`src/rtl/keypad_pkg.sv`:
```
// Shared definitions for the keypad scanner and debouncer: matrix geometry,
// scan state encoding and key/column index helpers.
package keypad_pkg;

    localparam int unsigned NUM_ROWS = 4;
    localparam int unsigned NUM_COLS = 4;
    localparam int unsigned NUM_KEYS = NUM_ROWS * NUM_COLS;
    localparam int unsigned ROW_W    = $clog2(NUM_ROWS);
    localparam int unsigned COL_W    = $clog2(NUM_COLS);
    localparam int unsigned KEY_W    = $clog2(NUM_KEYS);

    typedef enum logic [1:0] {
        IDLE,
        DRIVE,
        GAP
    } scan_state_e;

    // Bit position of a key in the snapshot: row * NUM_COLS + col.
    function automatic logic [KEY_W-1:0] key_index(input logic [ROW_W-1:0] row,
                                                   input logic [COL_W-1:0] col);
        return KEY_W'(32'(row) * NUM_COLS + 32'(col));
    endfunction

    // Active-low one-hot strobe pattern for a given column.
    function automatic logic [NUM_COLS-1:0] col_strobe(input logic [COL_W-1:0] col);
        return ~(NUM_COLS'(1) << col);
    endfunction

endpackage

```
`src/rtl/sync_2ff.sv`:
```
// Parameterized-width two-flop synchronizer with a configurable reset value.
module sync_2ff #(
    parameter int unsigned    WIDTH     = 4,
    parameter logic [WIDTH-1:0] RESET_VAL = '1
) (
    input  logic             clk,
    input  logic             reset,
    input  logic [WIDTH-1:0] d,
    output logic [WIDTH-1:0] q
);

    logic [WIDTH-1:0] meta_q;
    logic [WIDTH-1:0] sync_q;

    // Two back-to-back flops; only the second stage is used downstream.
    always_ff @(posedge clk) begin
        if (reset) begin
            meta_q <= RESET_VAL;
            sync_q <= RESET_VAL;
        end else begin
            meta_q <= d;
            sync_q <= meta_q;
        end
    end

    assign q = sync_q;

endmodule

```
`src/rtl/keypad_scanner.sv`:
```
// 4x4 matrix keypad scanner: strobes one column at a time, captures the
// synchronized rows at the end of each settle window, and publishes one raw
// 16-bit snapshot per frame with a single-cycle valid pulse.
module keypad_scanner
    import keypad_pkg::*;
#(
    parameter int unsigned SETTLE_CYCLES = 8,
    parameter int unsigned FRAME_GAP     = 16
) (
    input  logic                clk,
    input  logic                reset,
    input  logic                enable,
    input  logic [NUM_ROWS-1:0] row_n,
    output logic [NUM_COLS-1:0] col_n,
    output logic [NUM_KEYS-1:0] keys_pressed,
    output logic                frame_valid
);

    localparam int unsigned CNT_MAX = (SETTLE_CYCLES > FRAME_GAP) ? SETTLE_CYCLES : FRAME_GAP;
    localparam int unsigned CNT_W   = $clog2(CNT_MAX);

    localparam logic [CNT_W-1:0] SETTLE_LAST = CNT_W'(SETTLE_CYCLES - 1);
    localparam logic [CNT_W-1:0] GAP_LAST    = CNT_W'(FRAME_GAP - 1);
    localparam logic [COL_W-1:0] LAST_COL    = COL_W'(NUM_COLS - 1);

    logic [NUM_ROWS-1:0] row_sync;

    scan_state_e         state_q, state_d;
    logic [CNT_W-1:0]    cnt_q, cnt_d;
    logic [COL_W-1:0]    col_q, col_d;
    logic [NUM_KEYS-1:0] buf_q, buf_d;
    logic [NUM_COLS-1:0] col_n_q, col_n_d;
    logic [NUM_KEYS-1:0] keys_q, keys_d;
    logic                fv_q, fv_d;
    logic [NUM_KEYS-1:0] captured;

    sync_2ff #(
        .WIDTH     (NUM_ROWS),
        .RESET_VAL ({NUM_ROWS{1'b1}})
    ) u_row_sync (
        .clk   (clk),
        .reset (reset),
        .d     (row_n),
        .q     (row_sync)
    );

    // Next-state logic for the scan FSM, settle/gap counter and frame buffer.
    always_comb begin
        state_d = state_q;
        cnt_d   = cnt_q;
        col_d   = col_q;
        buf_d   = buf_q;
        col_n_d = col_n_q;
        keys_d  = keys_q;
        fv_d    = 1'b0;

        // Buffer as it would look after capturing the current column.
        captured = buf_q;
        for (int unsigned r = 0; r < NUM_ROWS; r++) begin
            captured[key_index(ROW_W'(r), col_q)] = ~row_sync[r];
        end

        if (!enable) begin
            state_d = IDLE;
            cnt_d   = '0;
            col_d   = '0;
            buf_d   = '0;
            col_n_d = '1;
        end else begin
            unique case (state_q)
                IDLE: begin
                    state_d = DRIVE;
                    cnt_d   = '0;
                    col_d   = '0;
                    buf_d   = '0;
                    col_n_d = col_strobe('0);
                end
                DRIVE: begin
                    if (cnt_q == SETTLE_LAST) begin
                        buf_d = captured;
                        cnt_d = '0;
                        if (col_q == LAST_COL) begin
                            state_d = GAP;
                            col_n_d = '1;
                            keys_d  = captured;
                            fv_d    = 1'b1;
                        end else begin
                            col_d   = col_q + COL_W'(1);
                            col_n_d = col_strobe(col_q + COL_W'(1));
                        end
                    end else begin
                        cnt_d = cnt_q + CNT_W'(1);
                    end
                end
                GAP: begin
                    if (cnt_q == GAP_LAST) begin
                        state_d = DRIVE;
                        cnt_d   = '0;
                        col_d   = '0;
                        buf_d   = '0;
                        col_n_d = col_strobe('0);
                    end else begin
                        cnt_d = cnt_q + CNT_W'(1);
                    end
                end
                default: begin
                    state_d = IDLE;
                    cnt_d   = '0;
                    col_d   = '0;
                    buf_d   = '0;
                    col_n_d = '1;
                end
            endcase
        end
    end

    // All scanner state and registered outputs; reset overrides enable.
    always_ff @(posedge clk) begin
        if (reset) begin
            state_q <= IDLE;
            cnt_q   <= '0;
            col_q   <= '0;
            buf_q   <= '0;
            col_n_q <= '1;
            keys_q  <= '0;
            fv_q    <= 1'b0;
        end else begin
            state_q <= state_d;
            cnt_q   <= cnt_d;
            col_q   <= col_d;
            buf_q   <= buf_d;
            col_n_q <= col_n_d;
            keys_q  <= keys_d;
            fv_q    <= fv_d;
        end
    end

    assign col_n        = col_n_q;
    assign keys_pressed = keys_q;
    assign frame_valid  = fv_q;

endmodule

```
`config.mk`:
```
export PLATFORM = sky130hd
export DESIGN_NAME = keypad_scanner
export DESIGN_NICKNAME = d
export VERILOG_FILES = /design/src/rtl/keypad_pkg.sv /design/src/rtl/sync_2ff.sv /design/src/rtl/keypad_scanner.sv
export SDC_FILE = /design/constraint.sdc
export NUM_CORES = 1
export LEC_CHECK = 0
export CAP_MARGIN = 30
export CELL_PAD_IN_SITES_DETAIL_PLACEMENT = 1
export CELL_PAD_IN_SITES_GLOBAL_PLACEMENT = 1
export CORE_MARGIN = 2
export CORE_UTILIZATION = 42
export CTS_CLUSTER_DIAMETER = 100
export DETAILED_ROUTE_END_ITERATION = 12
export PLACE_DENSITY_LB_ADDON = 0.3
export SYNTH_ARGS = -nofsm -noshare
export SYNTH_HDL_FRONTEND = slang
export SYNTH_SLANG_ARGS = --single-unit
```
`constraint.sdc`:
```
create_clock -name clk -period 1.9 [get_ports clk]
set_clock_uncertainty 0.05 [all_clocks]
set_input_delay 0.19 -clock clk [delete_from_list [all_inputs] [get_ports clk]]
set_output_delay 0.19 -clock clk [all_outputs]
set_load 0.05 [all_outputs]
```
[Word level (Yosys, flattened, before mapping)]
Index checks and enable logic that the tools add are counted.
Cells by class
  bitwise operators: 8
  eq/ne operators: 9
  order comparisons: 8
  $add $sub $neg: 5
  reductions and logical operators: 11
  shift-type cells: 1
  mux-type cells: 31
Operators by type and width (count)
  16-bit bitwise mux: 4
  16-bit two-way mux: 2
  16-bit case mux with 2 select lines: 1
  4-bit two-way mux: 5
  4-bit by 5-bit < comparator with 1-bit output (second input constant): 3
  1-bit demux with 4-bit select: 3
  4-bit by 1-bit greater-or-equal comparator with 1-bit output (second input constant): 3
  2-bit two-way mux: 6
  4-bit case mux with 3 select lines: 1
  4-bit by 2-bit adder with 4-bit output (first input constant): 2
  2-bit inequality test (second input constant): 4
  4-bit case mux with 2 select lines: 1
  1-bit NOT: 7
  2-bit case mux with 3 select lines: 1
  3-bit AND reduction: 2
  2-bit by 5-bit < comparator with 1-bit output (second input constant): 1
  1-bit two-way mux: 5
  3-bit by 2-bit adder with 4-bit output (first input constant): 1
  4-bit by 1-bit adder with 4-bit output (second input constant): 1
  2-bit == test (second input constant): 2
  4-bit by 3-bit == test with 1-bit output (second input constant): 1
  4-bit == test (second input constant): 1
  1-bit logical AND: 4
  4-bit NOT: 1
  other kinds (11): 11
Storage, ports and cells
  word-level logic and storage cells: 82
  register bits: 53

[Logic depth before layout (Yosys ltp)]
Gate-level depths: netlist of the first run.
  depth in word-level cells: 10
  mapped depth: 7
  gate-level depth less buffers: 5

[By module]
Synthesis of the first run repeated with hierarchy kept, for this count alone.
Second synthesis, totals
  cells, all modules: 238
  area, all modules: 2174.6 µm²
By module, submodules not included
  keypad_scanner: cells each 222, instances 1, sequential area each 820.8 µm², area each 1964.4 µm²
  sync_2ff: cells each 16, instances 1, sequential area each 160.2 µm², area each 210.2 µm²

[Worst setup path before layout of the first run]
Ideal clock, no wire load.
  path kind: reg-to-reg
  from: register col_q[0]
  to: register keys_q[10], in the netlist keys_pressed[10]
  arrival time: 1.555 ns
  path buffers: 3
  cell stages (with the launch flop): 8
  setup time: 0.070 ns
  path slack: 0.224 ns
  cells stage by stage: dfxtp_1 > ha_1 > buf_4 > nand4b_2 > buf_6 > buf_6 > a2111o_1 > a21oi_1
On the way
  cells in the longest elaborated chain, start to end: 8
RTL lines
  from (decl): RTL line keypad_scanner.sv:30  | logic [COL_W-1:0] col_q, col_d;
  from (signal assigned): RTL line keypad_scanner.sv:130  | col_q <= col_d;
  3-bit by 2-bit adder with 4-bit output: RTL line keypad_pkg.sv:21  | return KEY_W'(32'(row) * NUM_COLS + 32'(col));
  4-bit by 5-bit < comparator with 1-bit output (not written as such) or 4-bit by 1-bit greater-or-equal comparator with 1-bit output (tied branches): RTL line keypad_scanner.sv:60  | captured[key_index(ROW_W'(r), col_q)] = ~row_sync[r];
  1-bit logical AND (not written as such): RTL line keypad_scanner.sv:60
  1-bit two-way mux (not written as such): RTL line keypad_scanner.sv:60
  1-bit demux with 4-bit select: RTL line keypad_scanner.sv:60
  16-bit bitwise mux (3 in series): RTL line keypad_scanner.sv:60
  to (signal assigned): RTL line keypad_scanner.sv:133  | keys_q <= keys_d;
  to (decl): RTL line keypad_scanner.sv:33  | logic [NUM_KEYS-1:0] keys_q, keys_d;
Parallel ways exist; a longest one is shown, timed or not.
A chain may end at the register's enable or synchronous reset.

[Worst setup path after layout of the first run]
  from: register state_q[0]
  to: register buf_q[0]
On the way
  cells in the longest elaborated chain, start to end: 3
RTL lines
  from (decl): RTL line keypad_scanner.sv:28  | scan_state_e state_q, state_d;
  from (signal assigned): RTL line keypad_scanner.sv:128  | state_q <= state_d;
  2-bit == test or 2-bit by 1-bit == test with 1-bit output (tied branches): RTL line keypad_scanner.sv:70  | unique case (state_q)
  2-bit inequality test (no line)
  2-bit AND reduction (no line)
  to (signal assigned): RTL line keypad_scanner.sv:131  | buf_q <= buf_d;
  to (decl): RTL line keypad_scanner.sv:31  | logic [NUM_KEYS-1:0] buf_q, buf_d;
Parallel ways exist; a longest one is shown, timed or not.

==> results.toml, run 1 <==
[global_routing]
antenna_found_initial = 0
grt_util_all_layers_pct = 19.4
gr-total-overflow = 0
grt_pass1_wl_um = 9200
grt_pass1_vias = 1828
grt_start_max_net_pins = 30

[setup_path]
max_stage_delay_ps = 400
worstSetupPathType = "register to register"
cp_top_family = "simple AND/OR/NAND/NOR gates"
cp_cell_sequence = "inv_1, ha_1, nand4bb_1, nor3_1, a32o_1"
crit_arrival_ps = 2030
worst-path-buf-inv = 1
critPathRequiredTime_ps = 2110
cpMaxStageDelayCell = "dfxtp_1"
worstSetupEndpointType = "register"
path_max_fanout = 6
start_kind = "register"

[floorplanning]
die_width_um = 77.2
start_util_pct = 43.8
dieArea_mm2 = 0.00597
rows = 26
fp.dieH_um = 77.2
ioPinCount = 28
core_mm2 = 0.00514

[power_and_ir_drop]
power.density_mw_per_mm2 = 668
power.total_w = 0.00182
max-vdd-ir-drop_uv = 487
power_leakage_nw = 0.962

[job]
cap_violations = 0

[route]
avgViaCountPerCell = 5.57
avgRoutedWirePerCell_um = 16.6
ant_nets = 0
vias = 1823
drc = 0
first_pass_iters = 4
drt_iter0_markers = 117
drt_wl_total_um = 5420

[yosys]
synth_area_per_cell_um2 = 9.80
synthMuxAreaShare_pct = 2.22
yosysTopAreaCell = "dfxtp_1"
synth_compound_area_share_pct = 22.9
async_flop_share_pct = 0
synthAdderAreaFrac_pct = 7.22
synth_xor_area_share_pct = 0.777
synthTopCellsByArea = "dfxtp_1, ha_1, a32o_1, a2111o_1, a21oi_1"
yosysSeqAreaShare_pct = 43.5
syn_area_mm2 = 0.00225
synthesis.nets = 250
synth-simple-area-share_pct = 16.8
synthCells = 230
synth_edf_count = 0
synth_top_family_by_area = "compound AO/OA/AOI/OAI gates"
ys_warn_count = 0
netlist.area_leader.share_pct = 43.5
synth_cell_types = 33
ys.flop_type = "dfxtp_1"
ys_ff_latch = 49

[timing]
whs_ps = 369
fin_crit_ps = 1820
maxSlewHeadroom_pct = 60.9
setup_slack_ps = 76.4
timing.final.crit_share_pct = 96.0
rsz0062_at_grt = "true"
hold_violations = 0
finalMaxSlewViolations = 0
setup-violations-final = 0
tightest_slew_ps = 586
fmax_ghz = 0.548

[placement]
io_buffer_count = 27
placedCellCount = 319
dp_slack_ps = 52.2
place_congestion = 0.865
post-dp-hpwl_um = 3840

[cells_and_area]
layout_common_cells = "dfxtp_1, clkdlybuf4s50_1, nor2_1"
fillers = 614
drive_gt1_share_pct = 14.8
area_delta_synth_final_pct = 21.0
nets = 276
layout_commonest_cell = "dfxtp_1"
antenna_cells = 0
fin_cells = 327

[clock_network]
tritoncts = "built"
holdBufCountCts = 0
clk_latency_ps = 310
numCtsBuffers = 5
htreeDepth = 2
cts.path.max_buffers = 2
post_cts_buffers = 0
clock-root-buffer = "clkbuf_8"
clock_sinks = 49
clkTransAtPathRegs_ps = 100

[hold_path]
hp-class = "register to register"

[run_status]
outcome = "finished clean"
==> state kept, by name, summed over array words and instances (netlist names) <==
signal / flops
buf_q: 12
cnt_q: 4
col_n: 4
col_q: 2
frame_valid: 1
keys_pressed: 16
state_q: 2
u_row_sync.meta_q: 4
u_row_sync.q: 4
==> worst paths after layout <==
check,cells past startpoint,endpoint,from,slack [ps]
setup / recovery,5,buf_q[0],state_q[0],80
hold / removal,1,u_row_sync.q[3],u_row_sync.meta_q[3],370
setup reg to reg,5,buf_q[0],state_q[0],80
hold reg to reg,1,u_row_sync.q[3],u_row_sync.meta_q[3],370
==> area by class of cell <==
class                   instances  area, um2  share of cell area [%]
multi-input cells             152       1150                    42.3
well taps                      70       87.6                    3.21
clock buffers                   5       68.8                    2.52
inverters                      10       37.5                    1.38
flip-flops and latches         49        981                    36.0
repair buffers                 38        378                    13.9
clock inverters                 3       21.3                   0.780
==> metal layers <==
metal  track usage [%]  routed length (um)  vias to the layer above
met1              26.1                2670                      889
met3              3.53                 178                        7
met5                 0                   0                        -
met4              6.43                  59                        0
met2              31.4                2510                       28
li1                  -                   -                      899
==> cell families (layout without fill, tap and decap cells) <==
kind of cell | Yosys count | in the layout
xor gates and xnor gates | 2 | 2
AOI/OAI and AO/OA | 68 | 68
and+or+nand+nor | 64 | 64
DFF | 49 | 49
adders and majority gates | 13 | 13
buffers and inverters | 29 | 56
muxes | 5 | 5
==> cell usage after synthesis, drive strengths merged, types with 2 or more instances <==
cell and count:
and4b 2, o21ai 16, a32o 14, nor2 18, clkbuf 11, a211oi 6
mux2i 5, buf 8, a2111oi 3, nand3 4, and2 3, nand2 3
ha 13, a21oi 17, or2 10, inv 10, dfxtp 49, nand4b 6
a2111o 12, nand2b 2, nor3 11
==> through the flow <==
stage	area [um2]	TNS, ps	utilization (%)
after floorplan	2250	0	-
after global placement	2610	0	50.8
after CTS	2710	0	52.6
after global routing	2730	-332	53.1
final	2730	0	53.1
after detailed placement	2610	0	50.8
==> where the power goes <==
group	total (W)	internal [W]	switching, W	leakage (nW)
clock network	0.000647	0.000262	0.000385	0.0445
logic	0.000125	0.0000539	0.0000708	0.520
registers	0.00105	0.00104	0.0000107	0.397
==> what timing repair did <==
item | in CTS | in global routing
pin swaps | 0 | 0
gates resized for setup | 1 | 6
gates cloned | 0 | 0
setup endpoints to repair | 3 | 14
No activity file was read; power rests on OpenSTA's default activity.
==> run 2, diff against run 1 <==
Settings changed: CORE_ASPECT_RATIO set to 0.9.
==> run 2 against run 1 <==
  * Clock power is 17% higher
  * Sequential share of layout area is 0.58 points lower
  * Maximum frequency is 1.3% higher
  * Sequential cell count stayed put
  * Setup slack better by 24 ps
  * Critical endpoint is now col_n[1]
  * Largest cell class unchanged
  * Largest power group unchanged
==> results.toml, run 2 (synthesized netlist as in run 1, its figures left out) <==
[run_status]
outcome = "finished clean"

[floorplanning]
dieArea_mm2 = 0.00597
core_mm2 = 0.00522
rows = 25
fp.dieH_um = 73.5
ioPinCount = 28
die_width_um = 81.2
start_util_pct = 43.1

[route]
vias = 1853
drc = 0
ant_nets = 0
avgRoutedWirePerCell_um = 16.8
drt_wl_total_um = 5530
first_pass_iters = 4
avgViaCountPerCell = 5.63
drt_iter0_markers = 95

[placement]
post-dp-hpwl_um = 3910
io_buffer_count = 27
dp_slack_ps = 0.595
place_congestion = 0.791

[global_routing]
top_usage_layer = "met2"
grt_pass1_wl_um = 9340
grt_pass1_vias = 1889
gr-total-overflow = 0
use_met2_pct = 31.2
grtUsageMet1_pct = 29.4
grt_start_max_net_pins = 30
use_met3_pct = 3.19
antenna_found_initial = 0
grt_util_all_layers_pct = 20.4

[setup_path]
worstSetupPathType = "register to register"
worstSetupEndpointType = "register"
start_kind = "register"
path_max_fanout = 6
critPathRequiredTime_ps = 2020
crit_arrival_ps = 1920

[timing]
finalMaxSlewViolations = 0
fmax_ghz = 0.556
setup-violations-final = 0
timing.final.crit_share_pct = 94.7
tightest_slew_ps = 591
setup_slack_ps = 100
maxSlewHeadroom_pct = 60.5
fin_crit_ps = 1800
hold_violations = 0

[power_and_ir_drop]
clkPwrFrac_pct = 39.3
p_sw_share_pct = 23.1
pwr-share-seq_pct = 54.3
power_leakage_nw = 1.00
power.switching_w = 0.000446
p_comb_share_pct = 6.3
power.total_w = 0.00193
max-vdd-ir-drop_uv = 406
power.internal_w = 0.00149
power.density_mw_per_mm2 = 697

[cells_and_area]
fillers = 585
drive_gt1_share_pct = 16.8
antenna_cells = 0
area_delta_synth_final_pct = 23.0
nets = 281
layout_commonest_cell = "dfxtp_1"
layout_common_cells = "dfxtp_1, clkdlybuf4s50_1, nor2_1, a21oi_1, o21ai_0"
largest_reg_flops = 16

[job]
cap_violations = 0

[clock_network]
htreeDepth = 2
clock-root-buffer = "clkbuf_8"
clk_latency_ps = 300
numCtsBuffers = 5
holdBufCountCts = 0
cts.path.max_buffers = 2
tritoncts = "built"
clkTransAtPathRegs_ps = 90
clock_sinks = 49
post_cts_buffers = 0

[hold_path]
hp-class = "register to register"
-- run 2: worst paths after layout --
| kind | from | end | cells after the start | slack [ps] |
|---|---|---|---|---|
| max | state_q[0] | col_n[1] | 5 | 100 |
| min | u_row_sync.meta_q[1] | u_row_sync.q[1] | 1 | 370 |
| max reg2reg | state_q[0] | col_n[1] | 5 | 100 |
| min reg2reg | u_row_sync.meta_q[1] | u_row_sync.q[1] | 1 | 370 |
-- run 2: power groups by stage --
stage / sequential [W] / combinational (W) / clock [W]
2_1_floorplan: 0.00108 / 0.0000626 / 0
5_1_grt: 0.00105 / 0.000134 / 0.000824
3_5_place_dp: 0.00107 / 0.000117 / 0
4_1_cts: 0.00105 / 0.000119 / 0.000777
6_report: 0.00105 / 0.000122 / 0.000760
3_3_place_gp: 0.00107 / 0.000114 / 0
-- run 2: routing by layer --
layer  up-vias  share of wire, %
li1        909                 -
met1       899                50
met2        38                45
met3         7               3.4
met4         0               1.3
met5         -                 0
-- run 2: per-stage QoR --
stage	std cells	util [%]	hold WS, ps	instance area, um2	setup TNS (ps)
6_report	329	53.1	367	2770	0
5_1_grt	329	53.1	383	2770	-29.2
4_1_cts	329	52.7	369	2750	0
3_5_place_dp	321	50.4	346	2630	0
3_3_place_gp	321	50.4	341	2630	0
2_1_floorplan	230	-	244	2250	0
-- run 2: final cells by class --
type / count / area (um2) / area share (%)
Multi-Input combinational cell: 152 / 1150 / 41.7
Sequential cell: 49 / 981 / 35.4
Timing Repair Buffer: 43 / 403 / 14.5
Tap cell: 67 / 83.8 / 3.02
Clock buffer: 5 / 68.8 / 2.48
Clock inverter: 3 / 43.8 / 1.58
Inverter: 10 / 37.5 / 1.35
-- run 2: worst max-delay path, cell delays in order (launching register included) --
cell	delay, ps
dfxtp_1	390
inv_1	80
ha_1	280
or2_2	340
a2111oi_0	400
mux2i_1	130
-- run 2: what timing repair did --
action	4_1_cts	5_1_grt
pin swaps	0	0
setup endpoints to repair	7	23
gates resized for setup	2	7
